File: src/rtl/dynamic_multi_bit_sreg.sv
// Multi-bit shift register with a runtime-selected tap, fill tracking, synchronous flush
// and a rotate mode that recirculates the tapped word into stage 0.
module dynamic_multi_bit_sreg #(
    parameter int unsigned WIDTH = 4,
    parameter int unsigned DEPTH = 16,
    localparam int unsigned AW = $clog2(DEPTH)
) (
    input  logic             clk,
    input  logic             rst_n,
    input  logic             clr_i,
    input  logic             ce_i,
    input  logic             mode_i,
    input  logic [WIDTH-1:0] si_i,
    input  logic [AW-1:0]    addr_i,
    output logic [WIDTH-1:0] so_o,
    output logic             so_vld_o,
    output logic             full_o
);

    localparam int unsigned FW = $clog2(DEPTH + 1);
    localparam logic [FW-1:0] FillMax = FW'(DEPTH);
    localparam logic [AW:0] DepthExt = (AW + 1)'(DEPTH);

    logic [WIDTH-1:0] s_q [DEPTH];
    logic [WIDTH-1:0] s_d [DEPTH];
    logic [FW-1:0]    fill_q, fill_d;
    logic             addr_ok;
    logic [WIDTH-1:0] tap;

    // addr can exceed DEPTH-1 only when DEPTH is not a power of two
    assign addr_ok = ({1'b0, addr_i} < DepthExt);
    assign tap     = addr_ok ? s_q[addr_i] : '0;

    assign so_o     = tap;
    assign so_vld_o = addr_ok && (fill_q > FW'(addr_i));
    assign full_o   = (fill_q == FillMax);

    always_comb begin
        s_d    = s_q;
        fill_d = fill_q;
        if (clr_i) begin
            for (int k = 0; k < DEPTH; k++) begin
                s_d[k] = '0;
            end
            fill_d = '0;
        end else if (ce_i) begin
            if (!mode_i) begin
                for (int k = 1; k < DEPTH; k++) begin
                    s_d[k] = s_q[k-1];
                end
                s_d[0] = si_i;
                fill_d = (fill_q == FillMax) ? fill_q : fill_q + FW'(1);
            end else if (addr_ok) begin
                // tap is sampled from the pre-shift contents
                for (int k = 1; k < DEPTH; k++) begin
                    s_d[k] = s_q[k-1];
                end
                s_d[0] = tap;
            end
        end
    end

    always_ff @(posedge clk or negedge rst_n) begin
        if (!rst_n) begin
            for (int k = 0; k < DEPTH; k++) begin
                s_q[k] <= '0;
            end
            fill_q <= '0;
        end else begin
            s_q    <= s_d;
            fill_q <= fill_d;
        end
    end

endmodule

File: config.mk
export PLATFORM = sky130hd
export DESIGN_NAME = dynamic_multi_bit_sreg
export DESIGN_NICKNAME = d
export VERILOG_FILES = /design/src/rtl/dynamic_multi_bit_sreg.sv
export SDC_FILE = /design/constraint.sdc
export NUM_CORES = 1
export LEC_CHECK = 0
export BUFFER_PORTS_ARGS = -buffer_cell sky130_fd_sc_hd__clkbuf_2
export CAP_MARGIN = 10
export CELL_PAD_IN_SITES_DETAIL_PLACEMENT = 0
export CELL_PAD_IN_SITES_GLOBAL_PLACEMENT = 1
export CORE_ASPECT_RATIO = 1.1
export CORE_UTILIZATION = 55
export CTS_BUF_LIST = sky130_fd_sc_hd__clkbuf_4
export CTS_CLUSTER_DIAMETER = 60
export DETAILED_ROUTE_END_ITERATION = 8
export PLACE_DENSITY_LB_ADDON = 0.1
export SKIP_LAST_GASP = 1
export SLEW_MARGIN = 20
export SYNTH_ARGS = -nofsm -noshare
export SYNTH_HDL_FRONTEND = slang
export SYNTH_SLANG_ARGS = --single-unit
File: constraint.sdc
create_clock -name clk -period 6.3 [get_ports clk]
set_clock_uncertainty 0.2 [all_clocks]
set_input_delay 1.26 -clock clk [delete_from_list [all_inputs] [get_ports clk]]
set_output_delay 1.26 -clock clk [all_outputs]
set_load 0.02 [all_outputs]
# Word level (Yosys, flattened, before mapping)
# Index checks and enable logic that the tools add are counted.
dict set report totals {
  latchBits 0
  ram_bits 0
  romBits 0
  memories 0
  elab_cells 36
  inputBits 13
  ff_bits 69
  output_inout_bits 6
}
dict set report classes {
  div 0
  bitwise 1
  mul 0
  mux 10
  n_eq_ne 3
  shifts 0
  reduce_logical 2
  n_lt_le_gt_ge 2
  add_sub_neg 1
}
# cell count
set op_table {}
lappend op_table {{$mux W64} 3}
lappend op_table {{$mux W5} 4}
lappend op_table {{$bmux W4 S4} 1}
lappend op_table {{$mux W4} 2}
lappend op_table {{$add A5 B1 Y5 const B} 1}
lappend op_table {{$eq A5 B5 Y1 const B} 1}
lappend op_table {{$ge A5 B5 Y1 const B} 1}
lappend op_table {{$gt A5 B4 Y1} 1}
lappend op_table {{$not A4 Y5} 1}
lappend op_table {{$ne A2 B2 Y1 const B} 2}
lappend op_table {{$reduce_and A3 Y1} 1}
lappend op_table {{$reduce_bool A2 Y1} 1}

# Logic depth before layout (Yosys ltp)
dict set report logic_depth {
  word_depth 7
  ltp_mapped 9
  mapped_depth_nobuf 7
}

# Least setup slack after synthesis
# Ideal clock, no wire load.
dict set report synth_timing {
  path_type {input -> output}
  from {in addr_i[2]}
  to {out so_vld_o}
  cell_stages 8
  n_path_buf 2
  setup_slack_ps 2356
  t_required_ps 4840
  arrival_time_ps 2484
  cell_sequence {buf_2 buf_2 inv_1 ha_1 o21ai_0 nand2b_1 a21oi_1 o21bai_1}
}
dict set report synth_via {
  elab_chain_cells 1
}
# item line_no
set synth_lines {}
lappend synth_lines {{start, declared} 14} ;# input logic [AW-1:0] addr_i,
lappend synth_lines {{$gt A5 B4 Y1} 35} ;# assign so_vld_o = addr_ok && (fill_q > FW'(addr_i));
lappend synth_lines {{end, declared} 16} ;# output logic so_vld_o,
# Every way passes these cells.

# Final worst setup path
dict set report layout_timing {
  from {in addr_i[1]}
  to {out so_o[0]}
}
dict set report layout_via {
  elab_chain_cells 4
}
# item line_no
set layout_lines {}
lappend layout_lines {{$not A4 Y5 (implied by the code)} 32} ;# assign tap = addr_ok ? s_q[addr_i] : '0;
lappend layout_lines {{$bmux W4 S4} 32}
lappend layout_lines {{$mux W4 (implied by the code) (2 in a row)} 32}
lappend layout_lines {{end, declared} 15} ;# output logic [WIDTH-1:0] so_o,
# Every way passes these cells. The select of a mux whose other input is x is not followed.

==> impl_metrics.toml <==
[status]
status = "finished clean"

[synth]
synth_top_area_share_pct = 48.51
synth_cell_type_count = 33
ys_seq_elements = 69
synth_nets = 326
synth_edf_count = 0
synth_area_per_cell_um2 = 11.59
synth-async-reset-ratio_pct = 100.0
synth_cells = 307
syn_area_um2 = 3560
synth_area_leaders = "dfrtp_1 (49%), mux2i_1 (17%), nor2_1 (6.9%)"
yosysSeqAreaShare_pct = 48.51
synthFlopType = "dfrtp_1"
yosys_warnings = 0
yosysTopAreaCell = "dfrtp_1"

[worst_hold_path]
holdCritPathClass = "register to register"
hold_depth = 2

[global_route]
grt_max_degree = 72
use_met2_pct = 33.99
grt_pass1_vias = 2280
grt_use_met3_pct = 5.263
grt_pass1_wl_um = 11330
overflow = 0
grt_util_met1_pct = 30.86
antenna_found_initial = 0
grt_busiest_layer = "met2"
grt.total_usage_pct = 22.25

[final_layout]
nets = 335
drive_above_1_share_pct = 17.76
final.fill_count = 531
antennaDiodeCount = 0
area_growth_pct = 7.698

[route]
routed_wl_um = 6556
via_per_inst = 5.494
vias = 2203
detail_route.wl_per_cell_um = 16.35
drc = 0
first_iter_violations = 129
drtAntennaViolNets = 0
drt_pass1_iterations = 4

[timing]
hold_slack_ns = 0.3325
fmax_mhz = 233.4
relSlewSlack_pct = 28.80
min_period_ns = 4.284
finalCritPeriodShare_pct = 68.01
worst_pin_slew_ns = 1.068
rsz0062_at_grt = "false"
setup_tns_ns = 0
drv_slew = 0
finalSetupViolations = 0
finalHoldViolCount = 0

[setup_path]
crit_arrival_ns = 2.82
worst_setup_path_start_kind = "primary input"
path_cells = "clkbuf_2, mux4_1, mux2_2, nand2_1, nand2_1, clkbuf_2"
worst_setup_path_end_kind = "primary output"
path_class = "primary input to primary output"
crit_required_ns = 4.84
slowest_delay_ns = 0.61
critPathSlowestCell = "mux4_1"
ff2ff_path_depth = 7
cp_max_fo = 15

[cts]
cts_resized = 0
holdBufCountCts = 0
cts_buffers = 9
cts.sinks = 69
cts_buffer_depth = 2
clock-root-buffer = "clkbuf_4"
htree_levels = 3
path_clk_slew_ns = 0.12
post_cts_buffers = 0
clk_latency_ns = 0.41
cts_tree = "built"

[die]
dieArea_um2 = 6798
core_area_um2 = 6193
pin_count = 19
start_util_pct = 57.47
row_count = 30
fp.dieH_um = 86.38
fp.dieW_um = 78.71

[place]
post-dp-hpwl_um = 3961
gp_congestion = 0.6929
portBuffers = 18

[pwr]
cellLeakagePower_uw = 0.001978
powerDensity_nw_per_um2 = 233.8
peakVddDrop_mv = 0.1814

[run]
maxCapViolCount = 0
-- worst max-delay path, delay by kind of cell --
| kind | cells | cell delay (ns) |
|---|---|---|
| muxes | 2 | 0.89 |
| and+or+nand+nor | 2 | 0.15 |
| buffers and inverters | 2 | 0.52 |
-- cells in the mapped netlist (2+ instances only) --
master    number
a21bo_1        4
a21oi_1        5
buf_2          9
buf_4          2
clkbuf_1       8
dfrtp_1       69
ha_1           6
inv_1          9
mux2_2        11
mux2i_1       61
mux4_1         3
mux4_2         9
nand2_1        9
nand3_1        2
nor2_1        65
o21ai_0        9
o21bai_1       5
o221ai_1       4
xor2_1         3
-- power by group --
group / leakage [µW] / switching [µW] / internal [µW] / total (µW)
combinational: 0.000921 / 47.4 / 29.1 / 76.6
clock: 0.0000982 / 163 / 206 / 369
sequential: 0.000959 / 3.70 / 447 / 451
total: 0.00198 / 215 / 682 / 896
-- cell usage in the layout, fill, tap and decap left out --
| cell | netlist | layout |
|---|---|---|
| a21bo_1 | 4 | 4 |
| a21oi_1 | 5 | 5 |
| and2_1 | 1 | 1 |
| and3b_1 | 1 | 1 |
| and4_1 | 1 | 1 |
| buf_2 | 9 | 1 |
| buf_4 | 2 | 3 |
| bufinv_16 | 0 | 3 |
| clkbuf_2 | 0 | 16 |
| clkbuf_4 | 0 | 10 |
| clkinv_1 | 0 | 1 |
| clkinv_4 | 0 | 2 |
| dfrtp_1 | 69 | 69 |
| ha_1 | 6 | 6 |
| inv_1 | 9 | 9 |
| mux2_2 | 11 | 11 |
| mux2_4 | 1 | 1 |
| mux2i_1 | 61 | 61 |
| mux4_1 | 3 | 3 |
| mux4_2 | 9 | 9 |
| nand2_1 | 9 | 9 |
| nand2_2 | 1 | 1 |
| nand2b_1 | 1 | 1 |
| nand3_1 | 2 | 2 |
| nor2_1 | 65 | 65 |
| nor2b_1 | 1 | 1 |
| nor3b_1 | 1 | 1 |
| nor4bb_1 | 1 | 1 |
| o21ai_0 | 9 | 9 |
| o21bai_1 | 5 | 5 |
| o221ai_1 | 4 | 4 |
| or2b_1 | 1 | 1 |
| xnor2_1 | 1 | 1 |
| xor2_1 | 3 | 3 |
-- metrics by stage --
step / setup WS (ns) / area [µm²] / std cells / power, µW / utilization (%)
2_1_floorplan: 2.356 / 3560 / 307 / 513.9 / -
3_3_place_gp: 2.034 / 3647 / 385 / 537.1 / 58.89
3_5_place_dp: 2.007 / 3647 / 385 / 537.1 / 58.89
4_1_cts: 2.005 / 3834 / 401 / 906.8 / 61.90
5_1_grt: 1.907 / 3834 / 401 / 930.5 / 61.90
6_report: 2.016 / 3834 / 401 / 896.3 / 61.90
-- cells by family (layout without fill, tap and decap cells) --
logic type	count (synthesis)	count (layout)	synth area share, %
buffers and inverters	31	45	4.323
AND/OR/NAND/NOR	85	85	9.983
multiplexers	85	85	28.96
flip-flops	69	69	48.51
AO/OA/AOI/OAI	27	27	5.132
XOR/XNOR	4	4	0.9844
adder cells (fa/ha/maj)	6	6	2.109
-- final timing paths --
kind	slack, ns	end	start
max	2.02	so_o[0]	addr_i[1]
min	0.33	s_q[0]	s_q[0]
max reg2reg	4.38	fill_q[2]	fill_q[0]
min reg2reg	0.33	s_q[0]	s_q[0]
max in group asynchronous	4.47	s_q[62]	rst_n
min in group asynchronous	0.83	fill_q[2]	rst_n
-- final cells by class --
type	instances	area [µm²]	share of cell area, %
Sequential cell	69	1727	45.04
Multi-Input combinational cell	207	1679	43.80
Clock inverter	6	111.4	2.905
Timing Repair Buffer	20	107.6	2.807
Tap cell	80	100.1	2.611
Clock buffer	10	75.07	1.958
Inverter	9	33.78	0.8812
-- sequential cells by signal, indices dropped and copies added, names as in the netlist --
signal,count
fill_q,5
s_q,64
-- per-layer routing --
layer / up-vias / wire, µm
met5: - / 0
met4: 0 / 89
met3: 7 / 181
met2: 30 / 3063
met1: 1081 / 3222
li1: 1085 / -
(Power assumes the default switching activity.)
